[config.mk]
export PLATFORM = sky130hd
export DESIGN_NAME = csa_mult_pipe
export DESIGN_NICKNAME = d
export VERILOG_FILES = /design/src/rtl/csa_mult_pipe.sv
export SDC_FILE = /design/constraint.sdc
export NUM_CORES = 1
export LEC_CHECK = 0
export ABC_AREA = 1
export CAP_MARGIN = 0
export CORE_ASPECT_RATIO = 2
export CORE_MARGIN = 5
export CORE_UTILIZATION = 47
export CTS_CLUSTER_SIZE = 16
export DETAILED_ROUTE_END_ITERATION = 12
export GPL_TIMING_DRIVEN = 0
export PLACE_DENSITY = 0.66
export SLEW_MARGIN = 30
export SYNTH_ARGS = -nofsm -noshare
export SYNTH_HDL_FRONTEND = slang
export SYNTH_SLANG_ARGS = --single-unit
[constraint.sdc]
create_clock -name clk -period 5.25 [get_ports clk]
set_clock_uncertainty 0.1 [all_clocks]
set_input_delay 0.525 -clock clk [delete_from_list [all_inputs] [get_ports clk]]
set_output_delay 0.525 -clock clk [all_outputs]
set_load 0.01 [all_outputs]
[src/rtl/csa_mult_pipe.sv]
// csa_mult_pipe: pipelined carry-save array multiplier with valid/ready flow control.
//
// Operands pass through an input register, NSTAGE carry-save stages of
// ROWS_PER_STAGE partial-product rows each, and a final carry-propagate
// stage that drives out_y. Signed products use the Baugh-Wooley form. The
// signed flag travels with its operands, so signed and unsigned work can be
// mixed back-to-back. One global advance enable freezes the entire pipe,
// empty slots included, whenever the output is held by the consumer.
//
// Optional build macro CSA_MULT_ACC_EN: adds in_acc_clr and turns the output
// register into a 2*WIDTH accumulator (out_y = (clr ? 0 : acc) + product).
//
// Ports:
//   clk, rst_n              clock, asynchronous active-low reset
//   in_valid/in_ready       operand handshake (in_a, in_b, in_signed)
//   in_acc_clr              accumulator clear, CSA_MULT_ACC_EN builds only
//   out_valid/out_ready     product handshake (out_y, 2*WIDTH bits)

module csa_mult_pipe #(
    parameter int WIDTH          = 16,
    parameter int ROWS_PER_STAGE = 4
) (
    input  logic                 clk,
    input  logic                 rst_n,
    input  logic                 in_valid,
    output logic                 in_ready,
    input  logic [WIDTH-1:0]     in_a,
    input  logic [WIDTH-1:0]     in_b,
    input  logic                 in_signed,
`ifdef CSA_MULT_ACC_EN
    input  logic                 in_acc_clr,
`endif
    output logic                 out_valid,
    input  logic                 out_ready,
    output logic [2*WIDTH-1:0]   out_y
);

    localparam int NSTAGE = (WIDTH + ROWS_PER_STAGE - 1) / ROWS_PER_STAGE;
    localparam int PW     = 2 * WIDTH;

    // Baugh-Wooley correction ones at bits WIDTH and 2*WIDTH-1, seeded into
    // the initial sum vector.
    localparam logic [PW-1:0] BW_CONST = ({{(PW-1){1'b0}}, 1'b1} << WIDTH) |
                                         ({{(PW-1){1'b0}}, 1'b1} << (PW-1));

    function automatic logic [PW-1:0] pp_row(input logic [WIDTH-1:0] a,
                                             input logic             b_bit,
                                             input logic             sgn,
                                             input int               r);
        logic [WIDTH-1:0] row;
        row = a & {WIDTH{b_bit}};
        if (sgn) begin
            if (r == WIDTH-1) row[WIDTH-2:0] = ~row[WIDTH-2:0];
            else              row[WIDTH-1]   = ~row[WIDTH-1];
        end
        return {{WIDTH{1'b0}}, row} << r;
    endfunction

    logic adv;
    assign adv      = !out_valid || out_ready;
    assign in_ready = adv;

    logic [WIDTH-1:0] a_in_q, b_in_q;
    logic             sg_in_q, v_in_q;
`ifdef CSA_MULT_ACC_EN
    logic             clr_in_q;
`endif

    always_ff @(posedge clk or negedge rst_n) begin
        if (!rst_n) begin
            a_in_q   <= '0;
            b_in_q   <= '0;
            sg_in_q  <= 1'b0;
            v_in_q   <= 1'b0;
`ifdef CSA_MULT_ACC_EN
            clr_in_q <= 1'b0;
`endif
        end else if (adv) begin
            a_in_q   <= in_a;
            b_in_q   <= in_b;
            sg_in_q  <= in_signed;
            v_in_q   <= in_valid;
`ifdef CSA_MULT_ACC_EN
            clr_in_q <= in_acc_clr;
`endif
        end
    end

    for (genvar k = 0; k < NSTAGE; k++) begin : g_stg
        localparam int R_LO = k * ROWS_PER_STAGE;
        localparam int R_HI = ((k + 1) * ROWS_PER_STAGE < WIDTH) ?
                              (k + 1) * ROWS_PER_STAGE : WIDTH;

        logic [WIDTH-1:0] a_src, b_src, l_src, l_nxt, low_q;
        logic [PW-1:0]    s_src, c_src, s_nxt, c_nxt, sum_q, carry_q;
        logic             sg_src, v_src, v_q;
`ifdef CSA_MULT_ACC_EN
        logic             clr_src, clr_q;
`endif

        if (k == 0) begin : g_src
            assign a_src  = a_in_q;
            assign b_src  = b_in_q;
            assign sg_src = sg_in_q;
            assign v_src  = v_in_q;
            assign s_src  = sg_in_q ? BW_CONST : '0;
            assign c_src  = '0;
            assign l_src  = '0;
`ifdef CSA_MULT_ACC_EN
            assign clr_src = clr_in_q;
`endif
        end else begin : g_src
            assign a_src  = g_stg[k-1].g_fwd.a_q;
            assign b_src  = g_stg[k-1].g_fwd.b_q;
            assign sg_src = g_stg[k-1].g_fwd.sg_q;
            assign v_src  = g_stg[k-1].v_q;
            assign s_src  = g_stg[k-1].sum_q;
            assign c_src  = g_stg[k-1].carry_q;
            assign l_src  = g_stg[k-1].low_q;
`ifdef CSA_MULT_ACC_EN
            assign clr_src = g_stg[k-1].clr_q;
`endif
        end

        // After row r the carry vector is zero at bits <= r and later rows
        // start at bit r+1, so sum bit r is final and retires into low.
        always_comb begin
            logic [PW-1:0] pp, maj;
            pp    = '0;
            maj   = '0;
            s_nxt = s_src;
            c_nxt = c_src;
            l_nxt = l_src;
            for (int r = R_LO; r < R_HI; r++) begin
                pp       = pp_row(a_src, b_src[r], sg_src, r);
                maj      = (s_nxt & c_nxt) | (s_nxt & pp) | (c_nxt & pp);
                s_nxt    = s_nxt ^ c_nxt ^ pp;
                c_nxt    = maj << 1;
                l_nxt[r] = s_nxt[r];
            end
        end

        always_ff @(posedge clk or negedge rst_n) begin
            if (!rst_n) begin
                sum_q   <= '0;
                carry_q <= '0;
                low_q   <= '0;
                v_q     <= 1'b0;
`ifdef CSA_MULT_ACC_EN
                clr_q   <= 1'b0;
`endif
            end else if (adv) begin
                sum_q   <= s_nxt;
                carry_q <= c_nxt;
                low_q   <= l_nxt;
                v_q     <= v_src;
`ifdef CSA_MULT_ACC_EN
                clr_q   <= clr_src;
`endif
            end
        end

        // Operands are only needed by stages that still have rows to add.
        if (k < NSTAGE - 1) begin : g_fwd
            logic [WIDTH-1:0] a_q, b_q;
            logic             sg_q;
            always_ff @(posedge clk or negedge rst_n) begin
                if (!rst_n) begin
                    a_q  <= '0;
                    b_q  <= '0;
                    sg_q <= 1'b0;
                end else if (adv) begin
                    a_q  <= a_src;
                    b_q  <= b_src;
                    sg_q <= sg_src;
                end
            end
        end
    end

    // Low half is already resolved; only the upper half needs a carry chain.
    logic [PW-1:0] prod;
    assign prod = {g_stg[NSTAGE-1].sum_q[PW-1:WIDTH] + g_stg[NSTAGE-1].carry_q[PW-1:WIDTH],
                   g_stg[NSTAGE-1].low_q};

    always_ff @(posedge clk or negedge rst_n) begin
        if (!rst_n) begin
            out_valid <= 1'b0;
            out_y     <= '0;
        end else if (adv) begin
            out_valid <= g_stg[NSTAGE-1].v_q;
            if (g_stg[NSTAGE-1].v_q) begin
`ifdef CSA_MULT_ACC_EN
                out_y <= (g_stg[NSTAGE-1].clr_q ? '0 : out_y) + prod;
`else
                out_y <= prod;
`endif
            end
        end
    end

endmodule

======== Word level (Yosys, flattened, before mapping) ========
Index checks and enable logic that the tools add are counted.
storage, ports and cells
  logic and storage cells ................. 191
  output and inout port bits .............. 34
  bits of input ports ..................... 37
  register bits ........................... 462
operators by class
  $add $sub $neg .......................... 1
  reduce and logical (&&, ||, !) cells .... 3
  muxes and demuxes ....................... 17
  bitwise operators ....................... 139
operators with widths
  operator          number
  $or 31x31->31     30
  $and 31x31->31    17
  $xor 32x32->32    15
  $and 16x16->16    16
  $and 31x17->31    2
  $and 31x18->31    2
  $and 31x19->31    2
  $and 31x20->31    2
  $and 31x21->31    2
  $and 31x22->31    2
  $and 31x23->31    2
  $and 31x24->31    2
  $and 31x25->31    2
  $and 31x26->31    2
  $and 31x27->31    2
  $and 31x28->31    2
  $and 31x29->31    2
  $and 31x30->31    2
  $mux 32           1
  $xor 32x16->32    1
  $xor 32x17->32    1
  $xor 32x18->32    1
  $xor 32x19->32    1
  $xor 32x20->32    1
  other kinds (20)  48

======== Depth between registers and ports, before layout ========
Gate-level depths: netlist (run 1).
  depth after elaboration ................. 15
  gate-level depth with buffers ........... 12
  mapped depth without buffers ............ 11

======== Worst setup path before layout (run 1) ========
OpenSTA, ideal clock, no wires.
  path type ............................... reg-to-reg
  from .................................... reg g_stg[2].g_fwd.b_q[12]
  to ...................................... reg g_stg[3].sum_q[15]
  buffers on the path ..................... 2
  setup slack ............................. 2.151 ns
  arrival ................................. 2.881 ns
  cell stages (with the launch flop) ...... 13
  clock period less this slack ............ 3.099 ns
  required time ........................... 5.032 ns
  setup time .............................. 0.118 ns
  path through ............................ dfrtp_1 clkbuf_1 clkbuf_1 nand2_1 inv_1 fa_1 inv_1 fa_1 fa_1 inv_1 fa_1 nand2_1 o21ai_2
on the way
  cells in the longest elaborated chain, start to end .. 12
  elaborated cells on any way between the ends .. 22
  classes of those cells .................. bitwise: 22
ends and longest elaborated chain
  what                        RTL line  source
  start: declaration          165       logic [WIDTH-1:0] a_q, b_q;
  start signal: assignment    174       b_q <= b_src;
  $and 16x16->16 (*)          51        row = a & {WIDTH{b_bit}};
  $and 31x28->31              136       maj = (s_nxt & c_nxt) | (s_nxt & pp) | (c_nxt & pp);
  $or 31x31->31 (2 in a row)  136
  $and 31x31->31              136
  $or 31x31->31 (2 in a row)  136
  $and 31x31->31              136
  $or 31x31->31 (2 in a row)  136
  $xor 32x32->32 (*)          137       s_nxt = s_nxt ^ c_nxt ^ pp;
  $xor 32x31->32 (*)          137
  net g_stg[3].l_nxt[15]      94        logic [WIDTH-1:0] a_src, b_src, l_src, l_nxt, low_q;
  end signal: assignment      153       sum_q <= s_nxt;
  end: declaration            95        logic [PW-1:0] s_src, c_src, s_nxt, c_nxt, sum_q, carry_q;
Mark *: on every way through the listed nets, which the timed path passes. The rest lies on a longest branch.
A chain may end at the register's enable or synchronous reset.

======== Worst setup path after layout (run 1) ========
  from .................................... reg g_stg[0].g_fwd.b_q[4]
  to ...................................... reg g_stg[1].sum_q[18]
on the way
  cells in the longest elaborated chain, start to end .. 12
  elaborated cells on any way between the ends .. 22
  classes of those cells .................. bitwise: 22
ends and longest elaborated chain
  what                        RTL line
  start: declaration          165
  start signal: assignment    174
  $and 16x16->16 (*)          51
  $and 31x20->31              136
  $or 31x31->31 (2 in a row)  136
  $and 31x31->31              136
  $or 31x31->31 (2 in a row)  136
  $and 31x31->31              136
  $or 31x31->31 (2 in a row)  136
  $xor 32x32->32 (*)          137
  $xor 32x23->32 (*)          137
  net g_stg[1].s_nxt[18]      95
  end signal: assignment      153
  end: declaration            95
Marked as above.

==> impl_results.md, run 1 <==
* Outcome: finished clean
* Number of nets still failing antenna checks after routing at 0
* Die H at 306 um
* Vias per Instance at ~4.8
* First-pass GRT wire length at between 80 and 90 mm
* Ports at 71
* Crit path time final at around 4 ns
* Hold crit path type: in2async
* Final Max Slew Viols at 0
* Post-CTS Setup Bufs at 0
* Initial core utilization at 0.473
* Worst EP required at 5.61 ns
* Total length of routed wires at ~54 mm
* Reg2Reg Setup Slack at approximately 1.3 ns
* Distinct cells, synth at 32
* Worst setup SP type: flip-flop
* Largest net degree at the start of global routing at 73
* Grt ovf at 0
* WL/cell at between 15 and 20 um
* Static leakage at around 13 nW
* Die Wd at between 150 and 200 um
* Cells after DPL at a little over 3000
* Synthesized area per cell at between 8 and 9 um2
* DR pass1 iterations at 5
* Crit path kind: reg2reg
* Pint at 0.00898 W
* Reg2reg start: g_stg[0].g_fwd.b_q[4]
* PwrDens at approximately 750 nW/um2
* Crit end category: flip-flop
* Most Crowded Layer GR: met2
* CTS Root Cell: clkbuf_16
* FF/Latch Area at between 7000 and 8000 um2
* Synth Register Bits at between 300 and 400
* All-Layer GR Usage at 0.235
* Syn nets at roughly 2700
* Num CTS Buffers at 29
* Cells after Synth at roughly 2400
* Clock share of power at 0.127
* Post-cts sizing count at 0
* Final HPWL DP at 44.8 mm
* Reg2Reg Depth at 12
* Vias post-DR at between 10000 and 15000
* Initial antenna violation count at 0
* Drc violations at 0
* Fin crit share at 0.761
* WP data arrival at roughly 4.4 ns
* Maxcap violations at 0
* Maximum clock rate at roughly 0.25 GHz
* Worst setup startpoint: g_stg[0].g_fwd.b_q[4]
* Placed cell area at approximately 22000 um2
* GPL Wtd Cong at 0.961
* Port buffer count at 70
* R2r endpoint: g_stg[1].sum_q[18]
* Multi-input gate area at about 10000 um2
* End of the critical path: g_stg[1].sum_q[18]
* Synth Warn # at 0
* Post-Syn Area at 20500 um2
* Final setup violating endpoints at 0
* CTS tree: yes
* Sw power at approximately 0.0083 W
* Slew headroom at 0.410
* Endpoints failing hold at 0
* Met1 GRT Util at 0.220
* Net Sw Frac at 0.481
* Number of global-route vias before repair at ~16000
* Share of cells above drive strength 1 at 0.0707
* Clock Latency Late Sink at about 0.57 ns
* Core area at 43400 um2
* Rows at 108
* Post-CTS Hold Buffers at 1
* M3 GR Usage at 0.0232
* CTS sink count at 311
* H-tree depth at 1
* Layout fillers at 4093
* Flop pwr share at 0.260
* Slew @ Worst Pin at between 0.8 and 0.9 ns
* Worst-path clk slew at around 0.07 ns
* Diode count at 0
* Combinational Power Share at 0.614
* VDD IR max at 0.338 mV
* Final Instance Count excl. Fillers at 3096
* Sequential element share of the synthesized area at 0.379
* Post-route cell area at roughly 23000 um2
* Initial DRC count at approximately 640
* Crit path max fanout at 10
* Die area at roughly 48000 um2
* Area Growth Syn to Fin at 12.1%
* Met2 usage at 0.456
* Clock tree buffer depth at 3
* RSZ-0062 raised after global routing: no
* Final-stage net count at roughly 2800
==> Yosys cell counts <==
cell      number  area, um2
buf_12         1       20.0
o21ai_2       42        368
buf_2          5       25.0
xor2_1        30        263
buf_8          2       30.0
buf_1          1       3.75
inv_1        503       1890
or2_2          3       18.8
nand4_1        2       12.5
nand2_2       10       62.6
inv_4          1       6.26
a21oi_1        8       40.0
fa_1         211       4220
buf_4         14        105
nor2_4         1       11.3
clkinv_2       1       5.00
a31oi_1        1       6.26
clkbuf_8       4       55.1
o21ai_1       15       75.1
ha_1          45        563
o21ai_0       43        215
nor2_1        12       45.0
buf_6         40        450
dfrtp_1      311       7780
clkbuf_1      36        135
nor2_8         1       20.0
nand2_1     1045       3920
nand3_1       22        110
nand3b_1       2       15.0
clkbuf_2       1       5.00
xnor2_1        3       26.3
nor3_1         3       15.0
==> stage by stage <==
stage | total power [W] | hold slack, ns | util | TNS [ns] | setup slack (ns)
floorplan | 0.0118 | 0.129 | - | 0 | 2.15
global placement | 0.0149 | 0.357 | 0.505 | -3044.35 | -9.82
detailed placement | 0.0153 | 0.353 | 0.508 | 0 | 1.25
CTS | 0.0175 | 0.359 | 0.531 | 0 | 1.23
global route | 0.0193 | 0.382 | 0.531 | 0 | 1.15
finish | 0.0173 | 0.368 | 0.531 | 0 | 1.26
==> layer usage <==
metal	wire, um	part of all wire
met5	0	0
met4	4800	0.089
met2	30600	0.57
met3	1720	0.032
met1	17000	0.31
==> worst min-delay path by stage <==
stage	startpoint	end	cells after the start
floorplan	rst_n	a_in_q[0]	0
global placement	g_stg[0].g_fwd.b_q[15]	g_stg[1].g_fwd.b_q[15]	2
detailed placement	b_in_q[12]	g_stg[0].g_fwd.b_q[12]	2
CTS	rst_n	out_y[27]	2
global route	in_a[0]	a_in_q[0]	3
finish	rst_n	out_y[27]	2
==> cells in the final DEF, fill, tap and decap left out, types with 4 or more instances in the layout <==
cell | synthesis | final
clkbuf_8 | 4 | 9
clkbuf_1 | 36 | 39
clkbuf_16 | 0 | 29
buf_4 | 14 | 14
dfrtp_1 | 311 | 311
nand2_2 | 10 | 10
ha_1 | 45 | 45
a21oi_1 | 8 | 8
o21ai_1 | 15 | 15
clkinv_2 | 1 | 6
nor2_1 | 12 | 12
clkinvlp_4 | 0 | 4
o21ai_0 | 43 | 43
buf_16 | 0 | 4
clkdlybuf4s50_1 | 0 | 69
inv_1 | 503 | 503
fa_1 | 211 | 211
xor2_1 | 30 | 30
buf_6 | 40 | 40
nand3_1 | 22 | 22
o21ai_2 | 42 | 42
buf_2 | 5 | 5
nand2_1 | 1045 | 1045
==> final cells by class <==
class / count / share of cell area
clock inverter: 15 / 0.00745
sequential: 311 / 0.338
multi-input combinational: 1499 / 0.435
inverter: 505 / 0.0825
timing repair buffer: 75 / 0.0359
tap: 550 / 0.0299
buffer: 104 / 0.0360
clock buffer: 37 / 0.0350
==> worst max-delay path, cell delays in order, from the launching register on <==
cell	delay, ns
dfrtp_1	0.32
clkbuf_1	0.48
clkbuf_1	0.57
nand2_1	0.11
inv_1	0.09
fa_1	0.41
inv_1	0.13
fa_1	0.52
inv_1	0.11
fa_1	0.47
fa_1	0.44
nand2_1	0.08
nand2_1	0.04
==> flip-flops by register name, indices dropped and copies added (netlist names) <==
register	flops
g_stg.g_fwd.sg_q	2
g_stg.sg_src	1
g_stg.sum_q	81
out_y	32
b_in_q	16
g_stg.carry_q	64
g_stg.v_src	1
g_stg.g_fwd.a_q	48
g_stg.v_q	4
out_valid	1
a_in_q	16
g_stg.g_fwd.b_q	24
g_stg.low_q	21
==> power groups by stage <==
stage / logic, W / registers [W] / clock network [W]
4_1_cts: 0.0108 / 0.00449 / 0.00224
3_3_place_gp: 0.0104 / 0.00451 / 0
6_report: 0.0106 / 0.00450 / 0.00219
5_1_grt: 0.0124 / 0.00462 / 0.00232
3_5_place_dp: 0.0108 / 0.00453 / 0
2_1_floorplan: 0.00751 / 0.00426 / 0
==> cells by family (layout without fill, tap and decap cells) <==
group,after synthesis,count (layout),synth area share
AOI/OAI and AO/OA,109,109,0.0343
xor gates and xnor gates,33,33,0.0141
adders and majority gates,256,256,0.233
buffers and inverters,609,736,0.133
DFF,311,311,0.379
and+or+nand+nor,1101,1101,0.206
(Power assumes the default switching activity.)
==> inputs of run 2 (changes only) <==
==> constraint.sdc (replaced) <==
create_clock -name clk -period 4.1 [get_ports clk]
set_clock_uncertainty 0.1 [all_clocks]
set_input_delay 0.41 -clock clk [delete_from_list [all_inputs] [get_ports clk]]
set_output_delay 0.41 -clock clk [all_outputs]
set_load 0.01 [all_outputs]
==> run 2 against run 1 <==
- clock power rose by 28%
- highest routed layer unchanged
- final area barely moved
- die area did not move
- routed wire length barely moved
==> impl_results.md, run 2 (synthesis results as in run 1) <==
* Worst-path clk slew at 0.07 ns (about the same)
* Grt ovf at 0 (unchanged)
* Commonest cells after routing, fill and taps aside: nand2_1 (1045), inv_1 (503), dfrtp_1 (311), fa_1 (211), clkdlybuf4s50_1 (69) (unchanged)
* Crit-path slowest cell: clkbuf_1 (unchanged)
* Area Growth Syn to Fin at 12.2% (was 12.1%)
* Final HPWL DP at 44.8 mm (unchanged)
* Placed cell area at 22000 um2 (unchanged)
* Final-stage net count at 2818 (unchanged)
* Total length of routed wires at 54.1 mm (about the same)
* Initial antenna violation count at 0 (unchanged)
* Hold crit path type: in2async (unchanged)
* Max stage delay on crit path at 0.61 ns (was 0.57 ns)
* DR pass1 iterations at 6 (was 5)
* All-Layer GR Usage at 0.235 (unchanged)
* Vias per Instance at 4.80 (about the same)
* Crit path max fanout at 10 (unchanged)
* Drc violations at 0 (unchanged)
* Maximum clock rate at 0.253 GHz (was 0.250 GHz)
* Clock Latency Late Sink at 0.57 ns (about the same)
* Worst path most repeated cell: fa_1 (unchanged)
* Pre-CTS WS at 0.103 ns (was 1.25 ns)
* Leading registers by flop count: g_stg.sum_q (81), g_stg.carry_q (64), g_stg.g_fwd.a_q (48) (unchanged)
* Final setup violating endpoints at 0 (unchanged)
* Clock tree buffer depth at 3 (unchanged)
* Worst setup SP type: flip-flop (unchanged)
* Final critical-path setup slack at 0.149 ns (was 1.26 ns)
* Initial DRC count at 635 (unchanged)
* GPL Wtd Cong at 0.961 (unchanged)
* Largest net degree at the start of global routing at 73 (unchanged)
* Max reg flops at 81 (unchanged)
* Slew @ Worst Pin at 0.886 ns (about the same)
* Rows at 108 (unchanged)
* Static leakage at 13.2 nW (about the same)
* Kind of cell adding the most delay to the critical path: adder cells (unchanged)
* Biggest register: g_stg.sum_q (unchanged)
* WL/cell at 17.5 um (about the same)
* Ports at 71 (unchanged)
* WP data arrival at 4.30 ns (was 4.36 ns)
* Post-CTS Setup Bufs at 0 (unchanged)
* Crit end category: flip-flop (unchanged)
* Final Max Slew Viols at 0 (unchanged)
* Crit path time final at 3.95 ns (was 3.99 ns)
* Initial core utilization at 0.473 (unchanged)
* Most common cell after layout, fill and taps aside: nand2_1 (unchanged)
* CTS tree: yes (unchanged)
* Post-route cell area at 23000 um2 (about the same)
* Number of nets still failing antenna checks after routing at 0 (unchanged)
* Maxcap violations at 0 (unchanged)
* CTS Root Cell: clkbuf_16 (unchanged)
* Port buffer count at 70 (unchanged)
* Crit path kind: reg2reg (unchanged)
* Outcome: finished clean (unchanged)
* Die Wd at 158 um (unchanged)
* Fin crit share at 0.964 (was 0.761)
* Num CTS Buffers at 29 (unchanged)
* Vias post-DR at 14900 (about the same)
* First-pass GRT wire length at 86.0 mm (unchanged)
* PwrDens at 963 nW/um2 (was 752 nW/um2)
* Share of cells above drive strength 1 at 0.0711 (was 0.0707)
* Cells after DPL at 3043 (unchanged)
* Final Instance Count excl. Fillers at 3097 (was 3096)
* Final hold slack at 0.256 ns (was 0.368 ns)
* Cells along the critical path: clkbuf_1 > clkbuf_1 > nand2_1 > inv_1 > fa_1 > inv_1 > fa_1 > inv_1 > fa_1 > fa_1 > nand2_1 > nand2_1 (unchanged)
* RSZ-0062 raised after global routing: no (unchanged)
* Core area at 43400 um2 (unchanged)
* Die area at 48200 um2 (unchanged)
* Worst EP required at 4.44 ns (was 5.61 ns)
* Number of global-route vias before repair at 16200 (unchanged)
* Endpoints failing hold at 0 (unchanged)
* CP Buf/Inv Count at 5 (unchanged)
* TNS Setup at 0 ns (unchanged)
* Slew headroom at 0.410 (about the same)
* Layout fillers at 4093 (unchanged)
* CTS sink count at 311 (unchanged)
* Reg2Reg Setup Slack at 0.15 ns (was 1.26 ns)
* H-tree depth at 1 (unchanged)
* VDD IR max at 0.433 mV (was 0.338 mV)
* Die H at 306 um (unchanged)
[run 2: cell count changes in the layout (fill, tap and decap cells not counted)]
| cell | delta |
|---|---|
| clkbuf_1 | -1 |
| clkbuf_2 | +1 |
| diode_2 | +1 |
[run 2: layout make-up]
class                      instances  area (um2)  area share
multi-input combinational       1499       10000       0.435
sequential                       311        7780       0.338
inverter                         505        1900      0.0825
buffer                           104         831      0.0361
timing repair buffer              75         826      0.0359
clock buffer                      37         806      0.0350
tap                              550         688      0.0299
clock inverter                    15         171     0.00745
antenna                            1        2.50    0.000109
[run 2: what timing repair did]
action                                  in CTS  in global routing
endpoints found under the hold margin       54                  0
resized for setup                            0                  2
hold buffers                                 1                  0
endpoints found under the setup margin       0                  1
[run 2: metrics by stage]
step / util / power, W
floorplan: - / 0.0151
global placement: 0.505 / 0.0190
detailed placement: 0.508 / 0.0196
CTS: 0.531 / 0.0224
global route: 0.531 / 0.0248
finish: 0.531 / 0.0222
[run 2: final timing paths]
kind | start | endpoint | cells after the start
max | g_stg[1].g_fwd.b_q[8] | g_stg[2].sum_q[20] | 12
min | rst_n | out_y[27] | 2
max in group asynchronous | rst_n | g_stg[0].carry_q[13] | 4
min in group clk | in_a[0] | a_in_q[0] | 3
max reg2reg | g_stg[1].g_fwd.b_q[8] | g_stg[2].sum_q[20] | 12
min reg2reg | b_in_q[12] | g_stg[0].g_fwd.b_q[12] | 2
[run 2: report_power, final]
group          switching, W  leakage (nW)  internal [W]
sequential          0.00120          3.88       0.00455
combinational       0.00824          8.88       0.00537
clock               0.00122         0.472       0.00158
total                0.0107          13.2        0.0115
[run 2: layer usage]
| layer | vias to the layer above | wire length [um] | track usage |
|---|---|---|---|
| li1 | 7133 | - | - |
| met1 | 7241 | 16900 | 0.220 |
| met2 | 323 | 30600 | 0.456 |
| met3 | 171 | 1750 | 0.0232 |
| met4 | 0 | 4820 | 0.163 |
| met5 | - | 0 | 0 |
==> inputs of run 3 (changes only) <==
--- a/config.mk
+++ b/config.mk
@@ -10,9 +10,10 @@
 export CORE_ASPECT_RATIO = 2
 export CORE_MARGIN = 5
 export CORE_UTILIZATION = 47
-export CTS_CLUSTER_SIZE = 16
+export CTS_CLUSTER_SIZE = 20
 export DETAILED_ROUTE_END_ITERATION = 12
 export GPL_TIMING_DRIVEN = 0
+export HOLD_SLACK_MARGIN = 0.15
 export PLACE_DENSITY = 0.66
 export SLEW_MARGIN = 30
 export SYNTH_ARGS = -nofsm -noshare
==> results of run 3 <==
Same layout as run 2: the final DEF is identical, and so are final timing and power.
